<file path="config.mk">
export PLATFORM = sky130hd
export DESIGN_NAME = firebird_alu_sched_flat
export DESIGN_NICKNAME = d
export VERILOG_FILES = /design/src/rtl/firebird_alu_sched_if.sv /design/src/rtl/firebird_alu_sched.sv /design/src/flat_wrapper.sv
export SDC_FILE = /design/constraint.sdc
export NUM_CORES = 1
export LEC_CHECK = 0
export ABC_AREA = 1
export BUFFER_PORTS_ARGS = -buffer_cell sky130_fd_sc_hd__buf_2
export CAP_MARGIN = 20
export CORE_AREA = 2 2 110 112
export CTS_BUF_LIST = sky130_fd_sc_hd__clkbuf_16
export DETAILED_ROUTE_END_ITERATION = 8
export DIE_AREA = 0 0 112 114
export GPL_TIMING_DRIVEN = 0
export PLACE_DENSITY = 0.79
export RECOVER_POWER = 25
export SLEW_MARGIN = 40
export SYNTH_ARGS = -nofsm -noshare
export SYNTH_HDL_FRONTEND = slang
export SYNTH_SLANG_ARGS = --single-unit
</file>
<file path="constraint.sdc">
create_clock -name clk -period 1.35 [get_ports clk]
set_clock_uncertainty 0.05 [all_clocks]
set_input_delay 0.27 -clock clk [delete_from_list [all_inputs] [get_ports clk]]
set_output_delay 0.27 -clock clk [all_outputs]
set_load 0.005 [all_outputs]
</file>
<file path="src/rtl/firebird_alu_sched_if.sv">
// rtl/firebird_alu_sched_if.sv - request/response/ALU bundle between two requesters, the scheduler and a shared ALU
interface firebird_alu_sched_if #(
  parameter int XLEN = 32
);
  logic [1:0]      req_valid;
  logic [1:0]      req_ready;
  logic [XLEN-1:0] req0_a;
  logic [XLEN-1:0] req0_b;
  logic [3:0]      req0_inst;
  logic [1:0]      req0_aluop;
  logic [XLEN-1:0] req1_a;
  logic [XLEN-1:0] req1_b;
  logic [3:0]      req1_inst;
  logic [1:0]      req1_aluop;
  logic [1:0]      rsp_valid;
  logic [1:0]      rsp_ready;
  logic [XLEN-1:0] rsp_result;
  logic            rsp_zero;
  logic [XLEN-1:0] alu_a;
  logic [XLEN-1:0] alu_b;
  logic [3:0]      alu_inst;
  logic [1:0]      alu_op;
  logic [XLEN-1:0] alu_result;
  logic            alu_zero;
  logic            busy;

  modport master (
    output req_valid, req0_a, req0_b, req0_inst, req0_aluop,
           req1_a, req1_b, req1_inst, req1_aluop, rsp_ready,
           alu_result, alu_zero,
    input  req_ready, rsp_valid, rsp_result, rsp_zero,
           alu_a, alu_b, alu_inst, alu_op, busy
  );

  modport slave (
    input  req_valid, req0_a, req0_b, req0_inst, req0_aluop,
           req1_a, req1_b, req1_inst, req1_aluop, rsp_ready,
           alu_result, alu_zero,
    output req_ready, rsp_valid, rsp_result, rsp_zero,
           alu_a, alu_b, alu_inst, alu_op, busy
  );
endinterface

</file>
<file path="src/rtl/firebird_alu_sched.sv">
// rtl/firebird_alu_sched.sv - two-requester scheduler for one shared ALU (IDLE/EXEC/RESP)
// Define FIREBIRD_ALU_SCHED_RR_EN for round-robin arbitration; default is fixed priority to requester 0.
module firebird_alu_sched #(
  parameter int XLEN = 32
) (
  input  logic                 clk,
  input  logic                 rst_n,
  firebird_alu_sched_if.slave  bus
);
  typedef enum logic [1:0] {
    IDLE = 2'd0,
    EXEC = 2'd1,
    RESP = 2'd2
  } state_t;

  state_t          r_state;
  logic            r_grant;
  logic [XLEN-1:0] r_alu_a;
  logic [XLEN-1:0] r_alu_b;
  logic [3:0]      r_alu_inst;
  logic [1:0]      r_alu_op;
  logic [XLEN-1:0] r_rsp_result;
  logic            r_rsp_zero;
  logic [1:0]      r_rsp_valid;

  logic            w_win;
  logic [1:0]      w_win_oh;
  logic [1:0]      w_grant_oh;
  logic            w_accept;

`ifdef FIREBIRD_ALU_SCHED_RR_EN
  logic            r_last_grant;
  logic            r_rr_armed;

  // Until the first grant after reset there is no history, so a contest goes to requester 0.
  always_comb begin
    w_win = ~bus.req_valid[0];
    if (bus.req_valid == 2'b11) begin
      w_win = r_rr_armed ? ~r_last_grant : 1'b0;
    end
  end
`else
  assign w_win = ~bus.req_valid[0];
`endif

  assign w_win_oh   = w_win   ? 2'b10 : 2'b01;
  assign w_grant_oh = r_grant ? 2'b10 : 2'b01;
  assign w_accept   = rst_n && (r_state == IDLE) && (|bus.req_valid);

  assign bus.req_ready  = w_accept ? w_win_oh : 2'b00;
  assign bus.rsp_valid  = r_rsp_valid;
  assign bus.rsp_result = r_rsp_result;
  assign bus.rsp_zero   = r_rsp_zero;
  assign bus.alu_a      = r_alu_a;
  assign bus.alu_b      = r_alu_b;
  assign bus.alu_inst   = r_alu_inst;
  assign bus.alu_op     = r_alu_op;
  assign bus.busy       = (r_state != IDLE);

  always_ff @(posedge clk or negedge rst_n) begin
    if (!rst_n) begin
      r_state      <= IDLE;
      r_grant      <= 1'b0;
      r_alu_a      <= '0;
      r_alu_b      <= '0;
      r_alu_inst   <= 4'd0;
      r_alu_op     <= 2'd0;
      r_rsp_result <= '0;
      r_rsp_zero   <= 1'b0;
      r_rsp_valid  <= 2'b00;
`ifdef FIREBIRD_ALU_SCHED_RR_EN
      r_last_grant <= 1'b0;
      r_rr_armed   <= 1'b0;
`endif
    end else begin
      case (r_state)
        IDLE: begin
          if (w_accept) begin
            r_grant    <= w_win;
            r_alu_a    <= w_win ? bus.req1_a     : bus.req0_a;
            r_alu_b    <= w_win ? bus.req1_b     : bus.req0_b;
            r_alu_inst <= w_win ? bus.req1_inst  : bus.req0_inst;
            r_alu_op   <= w_win ? bus.req1_aluop : bus.req0_aluop;
`ifdef FIREBIRD_ALU_SCHED_RR_EN
            r_last_grant <= w_win;
            r_rr_armed   <= 1'b1;
`endif
            r_state    <= EXEC;
          end
        end
        EXEC: begin
          r_rsp_result <= bus.alu_result;
          r_rsp_zero   <= bus.alu_zero;
          r_rsp_valid  <= w_grant_oh;
          r_state      <= RESP;
        end
        RESP: begin
          if (bus.rsp_ready[r_grant]) begin
            r_rsp_valid <= 2'b00;
            r_state     <= IDLE;
          end
        end
        default: begin
          r_rsp_valid <= 2'b00;
          r_state     <= IDLE;
        end
      endcase
    end
  end
endmodule

</file>
<file path="src/flat_wrapper.sv">
// flat-port wrapper written by rule: the top's interface ports become plain ports
module firebird_alu_sched_flat 
#(
  parameter int XLEN = 32
)
  (clk, rst_n, bus_req_valid, bus_req0_a, bus_req0_b, bus_req0_inst, bus_req0_aluop, bus_req1_a, bus_req1_b, bus_req1_inst, bus_req1_aluop, bus_rsp_ready, bus_alu_result, bus_alu_zero, bus_req_ready, bus_rsp_valid, bus_rsp_result, bus_rsp_zero, bus_alu_a, bus_alu_b, bus_alu_inst, bus_alu_op, bus_busy);
  firebird_alu_sched_if #(.XLEN(XLEN)) bus_i ();
  input  logic clk;
  input  logic rst_n;
  input wire logic [$bits(bus_i.req_valid)-1:0] bus_req_valid;
  input wire logic [$bits(bus_i.req0_a)-1:0] bus_req0_a;
  input wire logic [$bits(bus_i.req0_b)-1:0] bus_req0_b;
  input wire logic [$bits(bus_i.req0_inst)-1:0] bus_req0_inst;
  input wire logic [$bits(bus_i.req0_aluop)-1:0] bus_req0_aluop;
  input wire logic [$bits(bus_i.req1_a)-1:0] bus_req1_a;
  input wire logic [$bits(bus_i.req1_b)-1:0] bus_req1_b;
  input wire logic [$bits(bus_i.req1_inst)-1:0] bus_req1_inst;
  input wire logic [$bits(bus_i.req1_aluop)-1:0] bus_req1_aluop;
  input wire logic [$bits(bus_i.rsp_ready)-1:0] bus_rsp_ready;
  input wire logic [$bits(bus_i.alu_result)-1:0] bus_alu_result;
  input wire logic [$bits(bus_i.alu_zero)-1:0] bus_alu_zero;
  output wire logic [$bits(bus_i.req_ready)-1:0] bus_req_ready;
  output wire logic [$bits(bus_i.rsp_valid)-1:0] bus_rsp_valid;
  output wire logic [$bits(bus_i.rsp_result)-1:0] bus_rsp_result;
  output wire logic [$bits(bus_i.rsp_zero)-1:0] bus_rsp_zero;
  output wire logic [$bits(bus_i.alu_a)-1:0] bus_alu_a;
  output wire logic [$bits(bus_i.alu_b)-1:0] bus_alu_b;
  output wire logic [$bits(bus_i.alu_inst)-1:0] bus_alu_inst;
  output wire logic [$bits(bus_i.alu_op)-1:0] bus_alu_op;
  output wire logic [$bits(bus_i.busy)-1:0] bus_busy;
  assign bus_i.req_valid = bus_req_valid;
  assign bus_i.req0_a = bus_req0_a;
  assign bus_i.req0_b = bus_req0_b;
  assign bus_i.req0_inst = bus_req0_inst;
  assign bus_i.req0_aluop = bus_req0_aluop;
  assign bus_i.req1_a = bus_req1_a;
  assign bus_i.req1_b = bus_req1_b;
  assign bus_i.req1_inst = bus_req1_inst;
  assign bus_i.req1_aluop = bus_req1_aluop;
  assign bus_i.rsp_ready = bus_rsp_ready;
  assign bus_i.alu_result = bus_alu_result;
  assign bus_i.alu_zero = bus_alu_zero;
  assign bus_req_ready = bus_i.req_ready;
  assign bus_rsp_valid = bus_i.rsp_valid;
  assign bus_rsp_result = bus_i.rsp_result;
  assign bus_rsp_zero = bus_i.rsp_zero;
  assign bus_alu_a = bus_i.alu_a;
  assign bus_alu_b = bus_i.alu_b;
  assign bus_alu_inst = bus_i.alu_inst;
  assign bus_alu_op = bus_i.alu_op;
  assign bus_busy = bus_i.busy;
  firebird_alu_sched #(.XLEN(XLEN)) u_core (.clk(clk), .rst_n(rst_n), .bus(bus_i));
endmodule
</file>
# After elaboration in Yosys (flattened, before gate mapping)
# Index checks and enable logic that the tools add are counted.
# op_classes
order_cmp	1
n_reduce_logical	8
n_eq_ne	4
n_bitwise	2
mux	13
# ops
op	n
two-way mux 32 bit	2
two-way mux 2 bit	6
one-hot mux 2 bit (3 select lines)	2
AND reduction 2 bit	3
two-way mux 4 bit	1
!= test 2 x 1 -> 1 bit, second input constant	2
equality test 2 x 1 -> 1 bit, second input constant	1
equality test 2 bit, second input constant	1
logical AND 1 bit	2
logical NOT 2 bit	1
< comparator 1 x 2 -> 1 bit, second input constant	1
two-way mux 1 bit	2
inverter 1 bit	2
nonzero test 2 bit	1
OR reduction 2 bit	1
# word_totals
input_bits	179
ff_bits	108
wordCells	37

# Longest topological paths before layout
# logic_depth
word_depth	5
mapped_depth	7

# Least setup slack after synthesis
# Ideal clock, no wire load.
# synth_timing
path_kind	input port to output port
from	in bus_req_valid[0]
to	out bus_req_ready[0]
stages	7
slack_ns	0.052
arrival_ns	0.978
path_cell_list	buf_4 -> o21a_1 -> buf_4 -> nand2_8 -> inv_1 -> nand2_1 -> inv_1
# synth_between
elab_chain_cells	3
# synth_lines
element	line_no	source
start, declared	flat_wrapper.sv:10	input wire logic [$bits(bus_i.req_valid)-1:0] bus_req_valid;
OR reduction 2 bit	firebird_alu_sched.sv:48	assign w_accept = rst_n && (r_state == IDLE) && (|bus.req_valid);
logical AND 1 bit	firebird_alu_sched.sv:48	
two-way mux 2 bit *	firebird_alu_sched.sv:50	assign bus.req_ready = w_accept ? w_win_oh : 2'b00;
end, declared	flat_wrapper.sv:22	output wire logic [$bits(bus_i.req_ready)-1:0] bus_req_ready;
# Mark *: on every way between the ends. The rest lies on a longest branch, timed or not.

# Final worst setup path
# layout_timing
from	reg u_core.r_state[0]
to	out bus_req_ready[0]
# layout_between
elab_chain_cells	4
# layout_lines
element	line_no	source
start, declared	firebird_alu_sched.sv:16	state_t r_state;
start signal, assigned	firebird_alu_sched.sv:62	r_state <= IDLE;
start signal, assigned	firebird_alu_sched.sv:88	r_state <= EXEC;
start signal, assigned	firebird_alu_sched.sv:95	r_state <= RESP;
logical NOT 2 bit	firebird_alu_sched.sv:48	
logical AND 1 bit (2 in series)	firebird_alu_sched.sv:48	
two-way mux 2 bit	firebird_alu_sched.sv:50	
# Every way passes these cells.

==> summary.txt <==
First-pass DRT Iterations: 4
R2R Path Start: u_core.r_state[0]
number of global-route vias before repair: 5088
htree depth: 3
routed vias: 5410
failing checks: negative hold slack, negative setup slack
FP Rows: 40
fmax: 591 MHz
die width: 112 microns
status: finished, violations left
Inst Count DP: 1131
CP Cell Sequence: nor2_4 -> buf_12 -> nand2_8 -> inv_2 -> nand2_1 -> inv_1 -> buf_2
Slew HR: 51.2%
Yosys cell types: 13
CTS tree: built
final setup margin: -0.341 ns
Worst EP arrival: 1.37 ns
synth warn: 0
Filler cells: 1133
Max Slew Vio Count: 0
Reg2Reg Setup Slack: -0.05 ns
period utilisation layout: 125%
area of the multi-input gates: 2140 sq um
Via density: 4.66
CP peak stage delay: 0.41 ns
initial antenna violation count: 1
cells after synthesis: 698
Tot GR Track Use: 24.2%
clk_lat worst skew: 0.33 ns
Yosys top cell by area: dfrtp_1
Post-Layout Cell Count: 1162
placed inst area: 6770 sq um
Req. time, crit path: 1.03 ns
largest net degree at the start of global routing: 56
First DRT Iteration DRCs: 285
CTS buffer count: 9
Yosys top cell area share: 52.8%
Port Buffer Count: 285
die height: 114 microns
Max Cap Violations: 0
GP Congestion: 0.806
clk slew on worst S/H paths: 0.06 ns
layout cell share with drive strength beyond 1: 35.3%
worst vdd ir: 0.929 mV
Yosys reg bits: 108
drt total wl: 15.5 mm
grt total ovfl: 0
Syn Nets: 877
sequential area share after synthesis: 52.8%
register area: 2700 sq um
post-detailed-route count of antenna-violating nets: 0
Tightest Pin Transition: 0.732 ns
starting density of the core: 43.7%
CTS max path bufs: 2
first-pass GRT wire length: 24.7 mm
CP endpoint kind: output pin
highest-delay cell along the critical path: dfrtp_1
mean post-synth cell area: 7.33 sq um
Mapped Area: 5120 sq um
detailed placement HPWL: 11.6 mm
RSZ-0062 raised after global routing: true
Layout Nets: 1189
critical path startpoint category: register
I/O pins: 287
Core ar.: 11700 sq um
LEAKAGE: 0.00454 uW
Critical R2R Capture: u_core.bus.alu_b[29]
synthesis-to-finish area growth: 40.7%
Setup CP Type: register to output pin
Hold Worst Slack: -0.264 ns
Reg2Reg Depth: 7
final setup vio count: 73
Critical Path Fanout Max: 3
PwrDens: 1880 nW/um^2
Tmin final: 1.69 ns
top post-synthesis cells by area: dfrtp_1 (53%), nand2_1 (34%), nand3_1 (7.0%)
DR DRC count: 0
Design Area, Final: 7200 sq um
drt wl/cell: 13.3 microns
die area: 12800 sq um
Final Hold Fails: 53
CTS Sinks: 108
HP Class: input pin to asynchronous set/reset pin
clk root buf: clkbuf_16
-- stage by stage --
| stage | setup WS (ns) | total power, uW | util [%] | TNS [ns] |
|---|---|---|---|---|
| 2_1_floorplan | 0.0517 | 8040 | - | 0 |
| 3_3_place_gp | -1.97 | 10500 | 57.4 | -261.79 |
| 3_5_place_dp | -0.473 | 10700 | 57.8 | -21.21 |
| 4_1_cts | -0.321 | 13600 | 61.4 | -1.16 |
| 5_1_grt | -0.406 | 14600 | 61.5 | -7.01 |
| 6_report | -0.341 | 13600 | 61.5 | -3.10 |
-- layer usage --
metal	up-vias	share of wire (%)	global-route usage (%)
li1	2768	-	-
met1	2408	43	30.3
met2	216	50	42.8
met3	18	6.5	4.20
met4	0	1.4	7.72
met5	-	0	0
-- worst max-delay path: cells and delay by family, from the launching register on --
family	cells	cell delay [ns]
buffers and inverters	4	0.35
DFF	1	0.41
and+or+nand+nor	3	0.27
-- registers in the layout, summed over array words and instances (netlist names) --
register	flops
u_core.bus.alu_a	32
u_core.bus.rsp_result	32
u_core.bus.alu_op	2
u_core.r_state	2
u_core.bus.rsp_valid	2
u_core.bus.alu_b	32
u_core.r_grant	1
u_core.bus.rsp_zero	1
u_core.bus.alu_inst	4
-- cell families (layout without fill, tap and decap cells) --
logic type	Yosys count	after routing	synth area share [%]
buffers and inverters	51	367	5.35
other	0	1	0
flip-flops	108	108	52.8
AO/OA/AOI/OAI	1	1	0.147
AND/OR/NAND/NOR	538	538	41.7
-- repair_timing --
item	in CTS	in global routing
endpoints found under the hold margin	53	53
pin swaps	2	1
buffers inserted	10	4
cloned	3	0
endpoints found under the setup margin	98	106
gates resized for setup	24	11
-- cell usage in the layout (no fill, tap or decap) --
| cell | Yosys | routed |
|---|---|---|
| buf_8 | 0 | 1 |
| clkinv_2 | 0 | 3 |
| buf_6 | 7 | 8 |
| clkbuf_16 | 0 | 9 |
| nor2_1 | 1 | 1 |
| clkbuf_8 | 0 | 4 |
| inv_2 | 3 | 5 |
| clkbuf_2 | 0 | 3 |
| buf_2 | 18 | 302 |
| nor2_4 | 1 | 1 |
| nand2_2 | 0 | 1 |
| buf_4 | 2 | 16 |
| nand2_8 | 1 | 1 |
| clkbuf_4 | 0 | 2 |
| clkbuf_1 | 16 | 6 |
| dfrtp_1 | 108 | 108 |
| inv_1 | 5 | 6 |
| nand3_1 | 72 | 72 |
| nand2_1 | 463 | 462 |
| buf_12 | 0 | 2 |
| o21a_1 | 1 | 1 |
| diode_2 | 0 | 1 |
-- layout make-up --
cell class              count  area share, %
clock inverters             6          0.365
repair buffers            301           22.1
plain buffers              43           4.07
inverters                   8          0.417
flip-flops and latches    108           37.5
well taps                 147           2.56
diodes                      1         0.0348
clock buffers               9           3.13
multi-input cells         539           29.8
-- worst max-delay path by stage --
stage	from	depth (start not counted)	endpoint
2_1_floorplan	bus_req_valid[0]	7	bus_req_ready[0]
4_1_cts	u_core.r_state[1]	7	bus_req_ready[0]
5_1_grt	u_core.r_state[0]	7	bus_req_ready[0]
3_5_place_dp	rst_n	8	bus_req_ready[0]
3_3_place_gp	rst_n	8	bus_req_ready[0]
6_report	u_core.r_state[0]	7	bus_req_ready[0]
-- cells in the mapped netlist --
library cell,number
buf_2,18
buf_4,2
buf_6,7
clkbuf_1,16
dfrtp_1,108
inv_1,5
inv_2,3
nand2_1,463
nand2_8,1
nand3_1,72
nor2_1,1
nor2_4,1
o21a_1,1
-- power breakdown --
part	switching (uW)	internal [uW]	total, uW
clock network	1090	1210	2300
registers	779	4720	5500
logic	3090	2670	5760
Power figures use the tool's default switching activity.
